<file path="src/rtl/vec_accum.sv">
// Leaky vector accumulator. It consumes a time-multiplexed element stream and keeps one
// saturating 18-bit state per element. Frames start a fixed latency after the start strobe.
module vec_accum #(
    parameter int aw  = 4,
    parameter int lat = 6
) (
    input  logic               clk,
    input  logic               rst_n,
    input  logic               start,
    input  logic [aw:0]        n,
    input  logic               load,
    input  logic [3:0]         leak,
    input  logic signed [17:0] din,
    output logic signed [17:0] dout,
    output logic               dout_valid,
    output logic [aw-1:0]      dout_idx,
    output logic               frame_done,
    output logic               sat,
    input  logic               sat_clr
);
    localparam int depth = 1 << aw;
    localparam logic [aw:0] n_full = (aw + 1)'(depth);
    localparam logic signed [19:0] pos_lim = 20'sd131071;
    localparam logic signed [19:0] neg_lim = -20'sd131071;

    logic [aw:0] n_cap;
    assign n_cap = (n == '0 || n > n_full) ? n_full : n;

    // Each start travels with its own frame parameters, so overlapping starts stay independent.
    logic        dl_vld_reg  [lat];
    logic [aw:0] dl_n_reg    [lat];
    logic        dl_load_reg [lat];
    logic [3:0]  dl_leak_reg [lat];

    always_ff @(posedge clk or negedge rst_n) begin
        if (!rst_n) begin
            for (int i = 0; i < lat; i++) begin
                dl_vld_reg[i]  <= 1'b0;
                dl_n_reg[i]    <= '0;
                dl_load_reg[i] <= 1'b0;
                dl_leak_reg[i] <= '0;
            end
        end else begin
            dl_vld_reg[0]  <= start;
            dl_n_reg[0]    <= n_cap;
            dl_load_reg[0] <= load;
            dl_leak_reg[0] <= leak;
            for (int i = 1; i < lat; i++) begin
                dl_vld_reg[i]  <= dl_vld_reg[i-1];
                dl_n_reg[i]    <= dl_n_reg[i-1];
                dl_load_reg[i] <= dl_load_reg[i-1];
                dl_leak_reg[i] <= dl_leak_reg[i-1];
            end
        end
    end

    logic              frame_begin;
    logic              active_reg;
    logic [aw-1:0]     idx_reg;
    logic [aw:0]       n_reg;
    logic              load_reg;
    logic [3:0]        leak_reg;
    logic              cur_active;
    logic [aw-1:0]     cur_idx;
    logic [aw:0]       cur_n;
    logic              cur_load;
    logic [3:0]        cur_leak;

    assign frame_begin = dl_vld_reg[lat-1];

    // A frame-begin takes over in the same cycle that element 0 is on din, aborting any frame in flight.
    always_comb begin
        cur_active = frame_begin | active_reg;
        cur_idx    = idx_reg;
        cur_n      = n_reg;
        cur_load   = load_reg;
        cur_leak   = leak_reg;
        if (frame_begin) begin
            cur_idx  = '0;
            cur_n    = dl_n_reg[lat-1];
            cur_load = dl_load_reg[lat-1];
            cur_leak = dl_leak_reg[lat-1];
        end
    end

    logic [depth*18-1:0] state_flat;
    logic signed [17:0]  rd;
    logic signed [19:0]  rd_ext;
    logic signed [19:0]  din_ext;
    logic signed [19:0]  leak_amt;
    logic signed [19:0]  base;
    logic signed [19:0]  sum;
    logic signed [17:0]  wr_val;
    logic                clip;
    logic                last;

    assign rd      = state_flat[int'(cur_idx)*18 +: 18];
    assign rd_ext  = {{2{rd[17]}}, rd};
    assign din_ext = {{2{din[17]}}, din};
    assign last    = ({1'b0, cur_idx} == cur_n - 1'b1);

    always_comb begin
        leak_amt = '0;
        if (cur_leak != 4'd0) leak_amt = rd_ext >>> cur_leak;
        base = '0;
        if (!cur_load) base = rd_ext - leak_amt;
        sum    = base + din_ext;
        clip   = 1'b0;
        wr_val = sum[17:0];
        // Symmetric clamp: the most negative code is never produced.
        if (sum > pos_lim) begin
            wr_val = pos_lim[17:0];
            clip   = 1'b1;
        end else if (sum < neg_lim) begin
            wr_val = neg_lim[17:0];
            clip   = 1'b1;
        end
    end

    genvar gi;
    generate
        for (gi = 0; gi < depth; gi++) begin : g_elem
            logic signed [17:0] elem_reg;
            always_ff @(posedge clk or negedge rst_n) begin
                if (!rst_n) begin
                    elem_reg <= '0;
                end else if (cur_active && cur_idx == aw'(gi)) begin
                    elem_reg <= wr_val;
                end
            end
            assign state_flat[gi*18 +: 18] = elem_reg;
        end
    endgenerate

    logic signed [17:0] dout_reg;
    logic [aw-1:0]      dout_idx_reg;
    logic               dout_valid_reg;
    logic               frame_done_reg;
    logic               sat_reg;

    always_ff @(posedge clk or negedge rst_n) begin
        if (!rst_n) begin
            active_reg     <= 1'b0;
            idx_reg        <= '0;
            n_reg          <= '0;
            load_reg       <= 1'b0;
            leak_reg       <= '0;
            dout_reg       <= '0;
            dout_idx_reg   <= '0;
            dout_valid_reg <= 1'b0;
            frame_done_reg <= 1'b0;
            sat_reg        <= 1'b0;
        end else begin
            active_reg     <= cur_active && !last;
            n_reg          <= cur_n;
            load_reg       <= cur_load;
            leak_reg       <= cur_leak;
            dout_valid_reg <= cur_active;
            frame_done_reg <= cur_active && last;
            if (cur_active) begin
                idx_reg      <= cur_idx + 1'b1;
                dout_reg     <= wr_val;
                dout_idx_reg <= cur_idx;
            end
            if (cur_active && clip) sat_reg <= 1'b1;
            else if (sat_clr)       sat_reg <= 1'b0;
        end
    end

    assign dout       = dout_reg;
    assign dout_idx   = dout_idx_reg;
    assign dout_valid = dout_valid_reg;
    assign frame_done = frame_done_reg;
    assign sat        = sat_reg;
endmodule

</file>
<file path="config.mk">
export PLATFORM = sky130hd
export DESIGN_NAME = vec_accum
export DESIGN_NICKNAME = d
export VERILOG_FILES = /design/src/rtl/vec_accum.sv
export SDC_FILE = /design/constraint.sdc
export NUM_CORES = 1
export LEC_CHECK = 0
export CORE_MARGIN = 2
export CORE_UTILIZATION = 50
export CTS_BUF_LIST = sky130_fd_sc_hd__clkbuf_4
export CTS_CLUSTER_DIAMETER = 80
export DETAILED_ROUTE_END_ITERATION = 6
export GPL_TIMING_DRIVEN = 0
export PLACE_DENSITY_LB_ADDON = 0.12
export SETUP_SLACK_MARGIN = 0.4
export SLEW_MARGIN = 30
export SYNTH_ARGS = -nofsm -noshare
export SYNTH_HDL_FRONTEND = slang
export SYNTH_SLANG_ARGS = --single-unit
</file>
<file path="constraint.sdc">
create_clock -name clk -period 21 [get_ports clk]
set_clock_uncertainty 0.05 [all_clocks]
set_input_delay 3.15 -clock clk [delete_from_list [all_inputs] [get_ports clk]]
set_output_delay 3.15 -clock clk [all_outputs]
set_load 0.05 [all_outputs]
</file>
## Word-level counts from Yosys, hierarchy flattened

Index checks and enable logic that the tools add are counted.

- Eq/ne operators: 16
- Muxes and demuxes: 13
- Multiply operators: 1
- $lt $le $gt $ge: 3
- Bitwise gates (word level): 1
- Add/subtract/negate cells: 4
- Shift operators: 2
- Reductions and logical operators: 25

Operators with widths:

| cell | number |
|---|---|
| $shiftx A288 B10 Y18 | 1 |
| $mux W20 | 2 |
| $mux W18 | 2 |
| $eq A4 B4 Y1 const B | 8 |
| $add A20 B18 Y20 | 1 |
| $gt A20 B18 Y1 const B | 1 |
| $lt A20 B18 Y1 const B | 1 |
| $sshr A18 B4 Y20 | 1 |
| $sub A18 B20 Y20 | 1 |
| $logic_and A1 B1 Y1 | 19 |
| $eq A4 B3 Y1 const B | 4 |
| $mux W5 | 2 |
| $eq A4 B2 Y1 const B | 2 |
| $mul A4 B4 Y8 const B | 1 |
| $mux W4 | 2 |
| $eq A4 B5 Y1 | 1 |
| $gt A5 B5 Y1 const B | 1 |
| $logic_not A5 Y1 | 1 |
| $mux W1 | 5 |
| $sub A5 B1 Y5 const B | 1 |
| $add A4 B1 Y4 const B | 1 |
| $eq A4 B1 Y1 const B | 1 |
| $logic_not A4 Y1 | 1 |
| $reduce_bool A4 Y1 | 1 |
| 4 further kinds | 4 |

- Flip-flop bits (word level): 394

## Longest topological paths before layout

Gate-level depths: netlist of run 1.

- Word-level depth: 13
- Gate-level depth with buffers: 39

## Worst setup path after synthesis of run 1

OpenSTA, ideal clock, no wires.

- Path kind: reg-to-reg
- Start: register idx_reg[0]
- End: register dout_reg[1] (netlist: dout[1])
- Arrival: 7.399 ns
- Cell stages (with the launch flop): 37
- Setup time: 0.134 ns
- Required time: 20.816 ns
- Buffers on the path: 8
- Clock period less this slack: 7.583 ns
- Setup slack: 13.417 ns
- Path through: dfrtp_1 -> buf_2 -> buf_2 -> clkbuf_1 -> buf_1 -> buf_1 -> mux2i_1 -> nand2_1 -> a31oi_1 -> a21oi_1 -> mux2i_1 -> mux2i_1 -> mux2_2 -> a21oi_1 -> ha_1 -> nor2b_1 -> o21ai_0 -> a21boi_0 -> o21ai_0 -> nand2b_1 -> a21o_1 -> a21oi_1 -> xor2_1 -> nor2_1 -> ha_1 -> buf_2 -> a21oi_1 -> o21ai_1 -> o21bai_2 -> a211oi_2 -> xnor2_1 -> or4_1 -> o41a_1 -> buf_6 -> o32ai_4 -> buf_6 -> a21oi_2

- Longest elaborated chain between the ends: 11
- Elaborated cells between the ends (all ways): 12
- Those cells by class: add/sub: 2; mul: 1; order compare: 2; shift: 2; mux: 5

Ends and longest elaborated chain:

| item | RTL line | text |
|---|---|---|
| from (decl) | 59 | `logic [aw-1:0] idx_reg;` |
| from (signal assigned) | 161 | `idx_reg <= cur_idx + 1'b1;` |
| $mux W4 * | 78 | `if (frame_begin) begin` |
| $mul A4 B4 Y8 * | 97 | `assign rd = state_flat[int'(cur_idx)*18 +: 18];` |
| $shiftx A288 B10 Y18 * | 97 |  |
| $sshr A18 B4 Y20 | 104 | `if (cur_leak != 4'd0) leak_amt = rd_ext >>> cur_leak;` |
| $mux W20 | 104 |  |
| $sub A18 B20 Y20 * | 106 | `if (!cur_load) base = rd_ext - leak_amt;` |
| $mux W20 * | 106 |  |
| $add A20 B18 Y20 * | 107 | `sum = base + din_ext;` |
| $lt A20 B18 Y1 | 114 | `end else if (sum < neg_lim) begin` |
| $mux W18 | 114 |  |
| $mux W18 * | 111 | `if (sum > pos_lim) begin` |
| to (signal assigned) | 162 | `dout_reg <= wr_val;` |
| to (decl) | 135 | `logic signed [17:0] dout_reg;` |

Mark *: on every way between the ends. The rest lies on a longest branch, timed or not.
A chain may end at the register's enable or synchronous reset.

## Worst setup path after layout of run 1

- Start: register idx_reg[0]
- End: register dout_reg[6] (netlist: dout[6])

The elaborated chain is that of the path after synthesis.

==> results of run 1 <==
==> critical path: cells and delay by family (launching register included) <==
kind	cells	cell delay (ns)
compound gates	18	4.31
xor+xnor	1	0.21
fa+ha+maj	2	0.64
buf+inv	8	3.62
flops	1	0.31
mux	3	0.74
simple gates	4	1.04
==> metrics by stage <==
step           util, %  instances  hold slack (ns)  worst slack [ns]
2_1_floorplan        -       2020            0.281             13.42
3_3_place_gp      53.7       2594            0.281            -0.639
3_5_place_dp      54.0       2598            0.285             10.27
4_1_cts           57.6       2785            0.295             10.18
5_1_grt           57.6       2787            0.301              9.50
6_report          57.6       2787            0.275              9.83
==> layer usage <==
metal | vias up | track usage, % | part of all wire, %
met5 | - | 0 | 0
met4 | 0 | 13.5 | 4.0
met3 | 154 | 6.61 | 7.7
met2 | 708 | 47.2 | 44
met1 | 8436 | 46.1 | 45
li1 | 7577 | - | -
==> layout make-up <==
| class | count | area, µm² | share of cell area (%) |
|---|---|---|---|
| flip-flops and latches | 394 | 9860 | 44.4 |
| repair buffers | 60 | 676 | 3.04 |
| clock inverters | 27 | 188 | 0.845 |
| diodes | 2 | 5.00 | 0.0225 |
| well taps | 518 | 648 | 2.92 |
| plain buffers | 161 | 716 | 3.22 |
| multi-input cells | 1430 | 8780 | 39.5 |
| clock buffers | 160 | 1200 | 5.41 |
| inverters | 35 | 131 | 0.592 |
==> path summary, 6_finish.rpt <==
kind	start	cells after the start	slack (ns)	end
worst min register to register	dl_load_reg[3]	0	0.28	dl_load_reg[2]
worst max-delay path	idx_reg[0]	36	9.83	dout[6]
max in group asynchronous	rst_n	4	16.94	dl_load_reg[3]
worst max register to register	idx_reg[0]	36	9.83	dout[6]
min in group asynchronous	rst_n	1	2.23	g_elem[6].elem_reg[16]
worst min-delay path	dl_load_reg[3]	0	0.28	dl_load_reg[2]
==> logic make-up after synthesis <==
kind of cell	Yosys count	synth area share, %
flops	394	50.6
simple gates	643	14.2
xor+xnor	31	1.39
fa+ha+maj	44	2.90
buf+inv	196	4.33
mux	97	5.20
compound gates	615	21.4
==> cells in the final DEF (no fill, tap or decap), types with 8 or more instances in the layout <==
master,netlist,layout
xor2_1,10,10
mux2i_1,84,83
o31ai_1,56,56
a211oi_1,41,41
dfrtp_1,394,394
clkbuf_4,0,160
clkinv_1,0,13
o41a_1,11,11
mux2_2,10,10
a221o_1,8,8
o22ai_1,24,24
nor3_1,17,17
a21o_1,16,16
clkdlybuf4s50_1,0,55
o21ai_1,17,18
o211ai_1,8,8
nand2_1,423,423
o21ai_2,18,18
nor2_1,69,69
nand3_1,29,29
a21oi_1,57,57
or3_1,8,8
ha_1,42,42
buf_2,19,21
clkbuf_2,7,8
buf_1,21,19
xnor2_1,21,21
a311oi_1,14,14
o21ai_0,218,217
a31oi_1,50,50
nor2b_1,48,48
clkbuf_1,101,100
inv_1,33,33
nand2b_1,20,20
==> cell usage after synthesis (24+ instances only) <==
library cell / n / area [µm²]
a211oi_1: 41 / 308
o31ai_1: 56 / 420
o22ai_1: 24 / 150
o21ai_0: 218 / 1090
a31oi_1: 50 / 313
a21oi_1: 57 / 285
nor2_1: 69 / 259
clkbuf_1: 101 / 379
inv_1: 33 / 124
dfrtp_1: 394 / 9860
ha_1: 42 / 526
mux2i_1: 84 / 841
nand3_1: 29 / 145
nor2b_1: 48 / 300
nand2_1: 423 / 1590
==> tab_implementation.tex, run 1 <==
\begin{tabular}{lr}
\hline
Metric & Value \\
\hline
\multicolumn{2}{l}{\textbf{Timing}} \\
\quad Peak Freq & 89.5 MHz \\
\quad Final number of hold-violating endpoints & 0 \\
\quad Period utilization & 53.2\% \\
\quad Setup TNS after final layout & 0 ns \\
\quad Post-layout min period & 11.17 ns \\
\quad Pin slew with the least headroom to its limit & 1.01 ns \\
\quad Final count of negative-setup-slack endpoints & 0 \\
\quad Max-slew headroom & 32.6\% \\
\quad Setup repair after global routing missed its margin & no \\
\quad Number of slew-limit violations in the final report & 0 \\
\multicolumn{2}{l}{\textbf{GRT}} \\
\quad Vias in the first global route & 16200 \\
\quad Antenna violations before repair & 3 \\
\quad Total global routing track utilization & 32.0\% \\
\quad Global-route wire length before repair & 97700 µm \\
\quad Final global-route overflow total & 0 \\
\quad Largest net degree at the start of global routing & 93 \\
\multicolumn{2}{l}{\textbf{Route}} \\
\quad Antenna violation net count after detailed routing & 0 \\
\quad Total iterations of the first detailed-routing run & 6 \\
\quad Post-detailed-route wirelength per cell & 23.1 µm \\
\quad Routed WL & 64400 µm \\
\quad Initial DRC count & 1613 \\
\quad Vias after detailed routing & 16900 \\
\quad Vias per std cell & 6.05 \\
\quad Final routed DRC violation total & 0 \\
\multicolumn{2}{l}{\textbf{Yosys}} \\
\quad Synthesized cell area & 19500 µm² \\
\quad Most frequently used flop master after synthesis & dfrtp\_1 \\
\quad Count of yosys warnings during synthesis & 0 \\
\quad Synthesized netlist net count & 2096 \\
\quad Async set-reset flop share out of synthesis & 100\% \\
\quad Post-synthesis cell count & 2020 \\
\quad Synth unique cells & 86 \\
\quad Average cell area after synthesis & 9.64 µm² \\
\quad Count of flip-flops with a built-in enable after synthesis & 0 \\
\quad FF+latch count, synth & 394 \\
\quad Register area share after synthesis & 50.6\% \\
\multicolumn{2}{l}{\textbf{Critical path}} \\
\quad Endpoint type of the worst setup path & flip-flop \\
\quad Arrival time reported for the critical path endpoint & 11.82 ns \\
\quad Delay of the slowest cell on the worst path & 0.78 ns \\
\quad Critical Path Start Type & flip-flop \\
\quad Worst path required time & 21.65 ns \\
\quad Library cell contributing the largest single delay on the critical path & clkbuf\_1 \\
\quad Classification of the worst setup path & flip-flop to flip-flop \\
\quad Peak fanout along the critical path & 10 \\
\multicolumn{2}{l}{\textbf{Die}} \\
\quad Placeable Area & 38600 µm² \\
\quad X dimension of the die & 201 µm \\
\quad Num rows & 72 \\
\quad Overall die area & 40600 µm² \\
\quad Starting density of the core & 50.5\% \\
\quad Ports & 57 \\
\quad Die boundary height & 201 µm \\
\multicolumn{2}{l}{\textbf{Job}} \\
\quad Max-capacitance violation count & 0 \\
\multicolumn{2}{l}{\textbf{Placed design}} \\
\quad Final weighted congestion in routability-driven placement & 0.955 \\
\quad Total half-perimeter wirelength after legalization and detailed placement & 47100 µm \\
\quad Number of buffers inserted by port buffering & 56 \\
\quad Post-Place Cell Area & 20800 µm² \\
\multicolumn{2}{l}{\textbf{Clock tree}} \\
\quad Number of buffers added for setup after CTS & 0 \\
\quad Root Driver & clkbuf\_4 \\
\quad Post-CTS clock slew at the launch and capture registers of the worst setup and hold paths & 0.06 ns \\
\quad Number of buffers added by the clock tree synthesis step & 105 \\
\quad Clock tree from TritonCTS & yes \\
\quad Skew-Pair Late Insertion Delay & 0.87 ns \\
\quad TritonCTS Sinks & 394 \\
\quad Number of H-tree levels & 3 \\
\quad Hold\_buf cts & 0 \\
\quad Total of cells resized after clock tree synthesis & 0 \\
\quad Clock Path Buffers & 3 \\
\multicolumn{2}{l}{\textbf{Layout}} \\
\quad Net total in the final layout & 2263 \\
\quad Fillers & 3570 \\
\quad Design area & 22200 µm² \\
\quad Fraction of final layout cells with drive strength greater than 1 & 12.6\% \\
\quad Layout overhead on the synthesized area & 14.0\% \\
\quad Number of flip-flops under the largest register name & 288 \\
\multicolumn{2}{l}{\textbf{Hold path}} \\
\quad Class of the worst hold path & flip-flop to flip-flop \\
\multicolumn{2}{l}{\textbf{Status}} \\
\quad Outcome & completed \\
\hline
\end{tabular}
Power of run 1 is not shown: default switching activity piles up to over one toggle a cycle in this logic, so the estimate is an artifact.
==> inputs of run 2 (changes only) <==
==> constraint.sdc (replaced) <==
create_clock -name clk -period 10.4 [get_ports clk]
set_clock_uncertainty 0.05 [all_clocks]
set_input_delay 1.56 -clock clk [delete_from_list [all_inputs] [get_ports clk]]
set_output_delay 1.56 -clock clk [all_outputs]
set_load 0.05 [all_outputs]
==> tab_implementation.tex, run 2 (same netlist as run 1, synthesis figures left out) <==
\begin{tabular}{lr}
\hline
Metric & Value \\
\hline
\multicolumn{2}{l}{\textbf{Timing}} \\
\quad Number of slew-limit violations in the final report & 0 \\
\quad Peak Freq & 105 MHz \\
\quad Final count of negative-setup-slack endpoints & 0 \\
\quad Period utilization & 91.8\% \\
\quad Pin slew with the least headroom to its limit & 0.935 ns \\
\quad Setup repair after global routing missed its margin & no \\
\quad Final number of hold-violating endpoints & 0 \\
\quad Max-slew headroom & 37.5\% \\
\quad Worst path setup slack after routing & 0.849 ns \\
\quad Post-layout min period & 9.55 ns \\
\quad Setup TNS after final layout & 0 ns \\
\quad Post-Route Hold Slack & 0.281 ns \\
\multicolumn{2}{l}{\textbf{Clock tree}} \\
\quad Root Driver & clkbuf\_4 \\
\quad Skew-Pair Late Insertion Delay & 0.87 ns \\
\quad Hold\_buf cts & 0 \\
\quad Clock tree from TritonCTS & yes \\
\quad Clock Path Buffers & 3 \\
\quad TritonCTS Sinks & 394 \\
\quad Post-CTS clock slew at the launch and capture registers of the worst setup and hold paths & 0.06 ns \\
\quad Number of buffers added by the clock tree synthesis step & 105 \\
\quad Number of H-tree levels & 3 \\
\multicolumn{2}{l}{\textbf{Critical path}} \\
\quad Classification of the worst setup path & flip-flop to flip-flop \\
\quad Cell count of the worst reg-to-reg path & 36 \\
\quad Critical Path Start Type & flip-flop \\
\quad Reg-to-Reg End & g\_elem[13].elem\_reg[11] \\
\quad Arrival time reported for the critical path endpoint & 10.24 ns \\
\quad Top cell family by delay on the critical path & compound AO/OA/AOI/OAI gates \\
\quad Setup slack of the worst register-to-register path & 0.85 ns \\
\quad R2r startpoint & idx\_reg[2] \\
\quad Endpoint type of the worst setup path & flip-flop \\
\quad Worst path required time & 11.09 ns \\
\quad Peak fanout along the critical path & 10 \\
\quad Delay of the slowest cell on the worst path & 0.66 ns \\
\quad Library cell contributing the largest single delay on the critical path & a2111oi\_1 \\
\quad Crit path buffers/inverters & 8 \\
\multicolumn{2}{l}{\textbf{Route}} \\
\quad Vias after detailed routing & 16900 \\
\quad Vias per std cell & 6.05 \\
\quad Antenna violation net count after detailed routing & 0 \\
\quad Post-detailed-route wirelength per cell & 23.2 µm \\
\quad Total iterations of the first detailed-routing run & 6 \\
\quad Final routed DRC violation total & 0 \\
\quad Initial DRC count & 1575 \\
\quad Routed WL & 64600 µm \\
\multicolumn{2}{l}{\textbf{GRT}} \\
\quad Global-route met2 utilization & 46.9\% \\
\quad Vias in the first global route & 16200 \\
\quad Final global-route overflow total & 0 \\
\quad Antenna violations before repair & 2 \\
\quad Most Crowded Layer GR & met2 \\
\quad Largest net degree at the start of global routing & 93 \\
\quad Met1 track demand over resource in global routing & 46.2\% \\
\quad Total global routing track utilization & 32.1\% \\
\quad Global-route met3 utilization & 6.66\% \\
\quad Global-route wire length before repair & 97900 µm \\
\multicolumn{2}{l}{\textbf{Layout}} \\
\quad Design area & 22400 µm² \\
\quad Leading cell type in the layout, fill and taps excluded & nand2\_1 \\
\quad Commonest non-fill, non-tap cells in the layout & 423 x nand2\_1, 394 x dfrtp\_1, 217 x o21ai\_0 \\
\quad Fraction of final layout cells with drive strength greater than 1 & 14.9\% \\
\quad Number of flip-flops under the largest register name & 288 \\
\quad Layout overhead on the synthesized area & 15.1\% \\
\quad Fillers & 3545 \\
\quad Net total in the final layout & 2264 \\
\multicolumn{2}{l}{\textbf{Placed design}} \\
\quad Number of buffers inserted by port buffering & 56 \\
\quad Total half-perimeter wirelength after legalization and detailed placement & 47100 µm \\
\quad Final weighted congestion in routability-driven placement & 0.955 \\
\quad Worst setup slack before clock tree synthesis & -0.334 ns \\
\quad Post-Place Cell Area & 20800 µm² \\
\multicolumn{2}{l}{\textbf{Hold path}} \\
\quad Worst min-delay path startpoint & dl\_load\_reg[3] \\
\quad Hold path depth & 0 \\
\quad Class of the worst hold path & flip-flop to flip-flop \\
\quad Terminating pin of the worst hold path & dl\_load\_reg[2] \\
\multicolumn{2}{l}{\textbf{Die}} \\
\quad Placeable Area & 38600 µm² \\
\quad X dimension of the die & 201 µm \\
\quad Starting density of the core & 50.5\% \\
\quad Num rows & 72 \\
\quad Overall die area & 40600 µm² \\
\quad Die boundary height & 201 µm \\
\quad Ports & 57 \\
\multicolumn{2}{l}{\textbf{Status}} \\
\quad Outcome & completed \\
\multicolumn{2}{l}{\textbf{Job}} \\
\quad Max-capacitance violation count & 0 \\
\hline
\end{tabular}
[run 2: what timing repair did]
| action | CTS | global route |
|---|---|---|
| setup buffers | 0 | 1 |
| endpoints found under the hold margin | 0 | 0 |
| gates cloned | 0 | 0 |
| endpoints found under the setup margin | 307 | 307 |
| pin swaps | 0 | 1 |
| gates resized for setup | 20 | 87 |
[run 2: metal layers]
layer,up-vias,part of all wire (%)
li1,7581,-
met1,8320,44
met3,177,8.0
met5,-,0
met4,0,4.5
met2,797,43
[run 2: worst max path at each step]
stage | startpoint | end | slack (ns) | depth (start not counted)
2_1_floorplan | idx_reg[0] | dout[1] | 2.82 | 36
3_3_place_gp | rst_n | dl_leak_reg[22] | -9.65 | 1
3_5_place_dp | idx_reg[0] | dout[6] | -0.33 | 37
4_1_cts | idx_reg[0] | g_elem[13].elem_reg[11] | 0.40 | 39
5_1_grt | idx_reg[0] | g_elem[13].elem_reg[11] | 0.39 | 36
6_report | idx_reg[2] | g_elem[13].elem_reg[11] | 0.85 | 36
[run 2: stage by stage]
step	utilization [%]	cells
6_report	58.1	2787
4_1_cts	57.7	2785
2_1_floorplan	-	2020
3_3_place_gp	53.7	2594
5_1_grt	58.1	2787
3_5_place_dp	54.0	2598
[run 2: layout make-up]
type / count / area [µm²] / share of cell area [%]
Clock inverter: 27 / 188 / 0.837
Sequential cell: 394 / 9860 / 44.0
Buffer: 161 / 796 / 3.55
Antenna cell: 1 / 2.50 / 0.0112
Timing Repair Buffer: 61 / 683 / 3.05
Multi-Input combinational cell: 1430 / 8910 / 39.7
Inverter: 35 / 131 / 0.586
Tap cell: 518 / 648 / 2.89
Clock buffer: 160 / 1200 / 5.36
Power of run 2 is left out for the same reason.
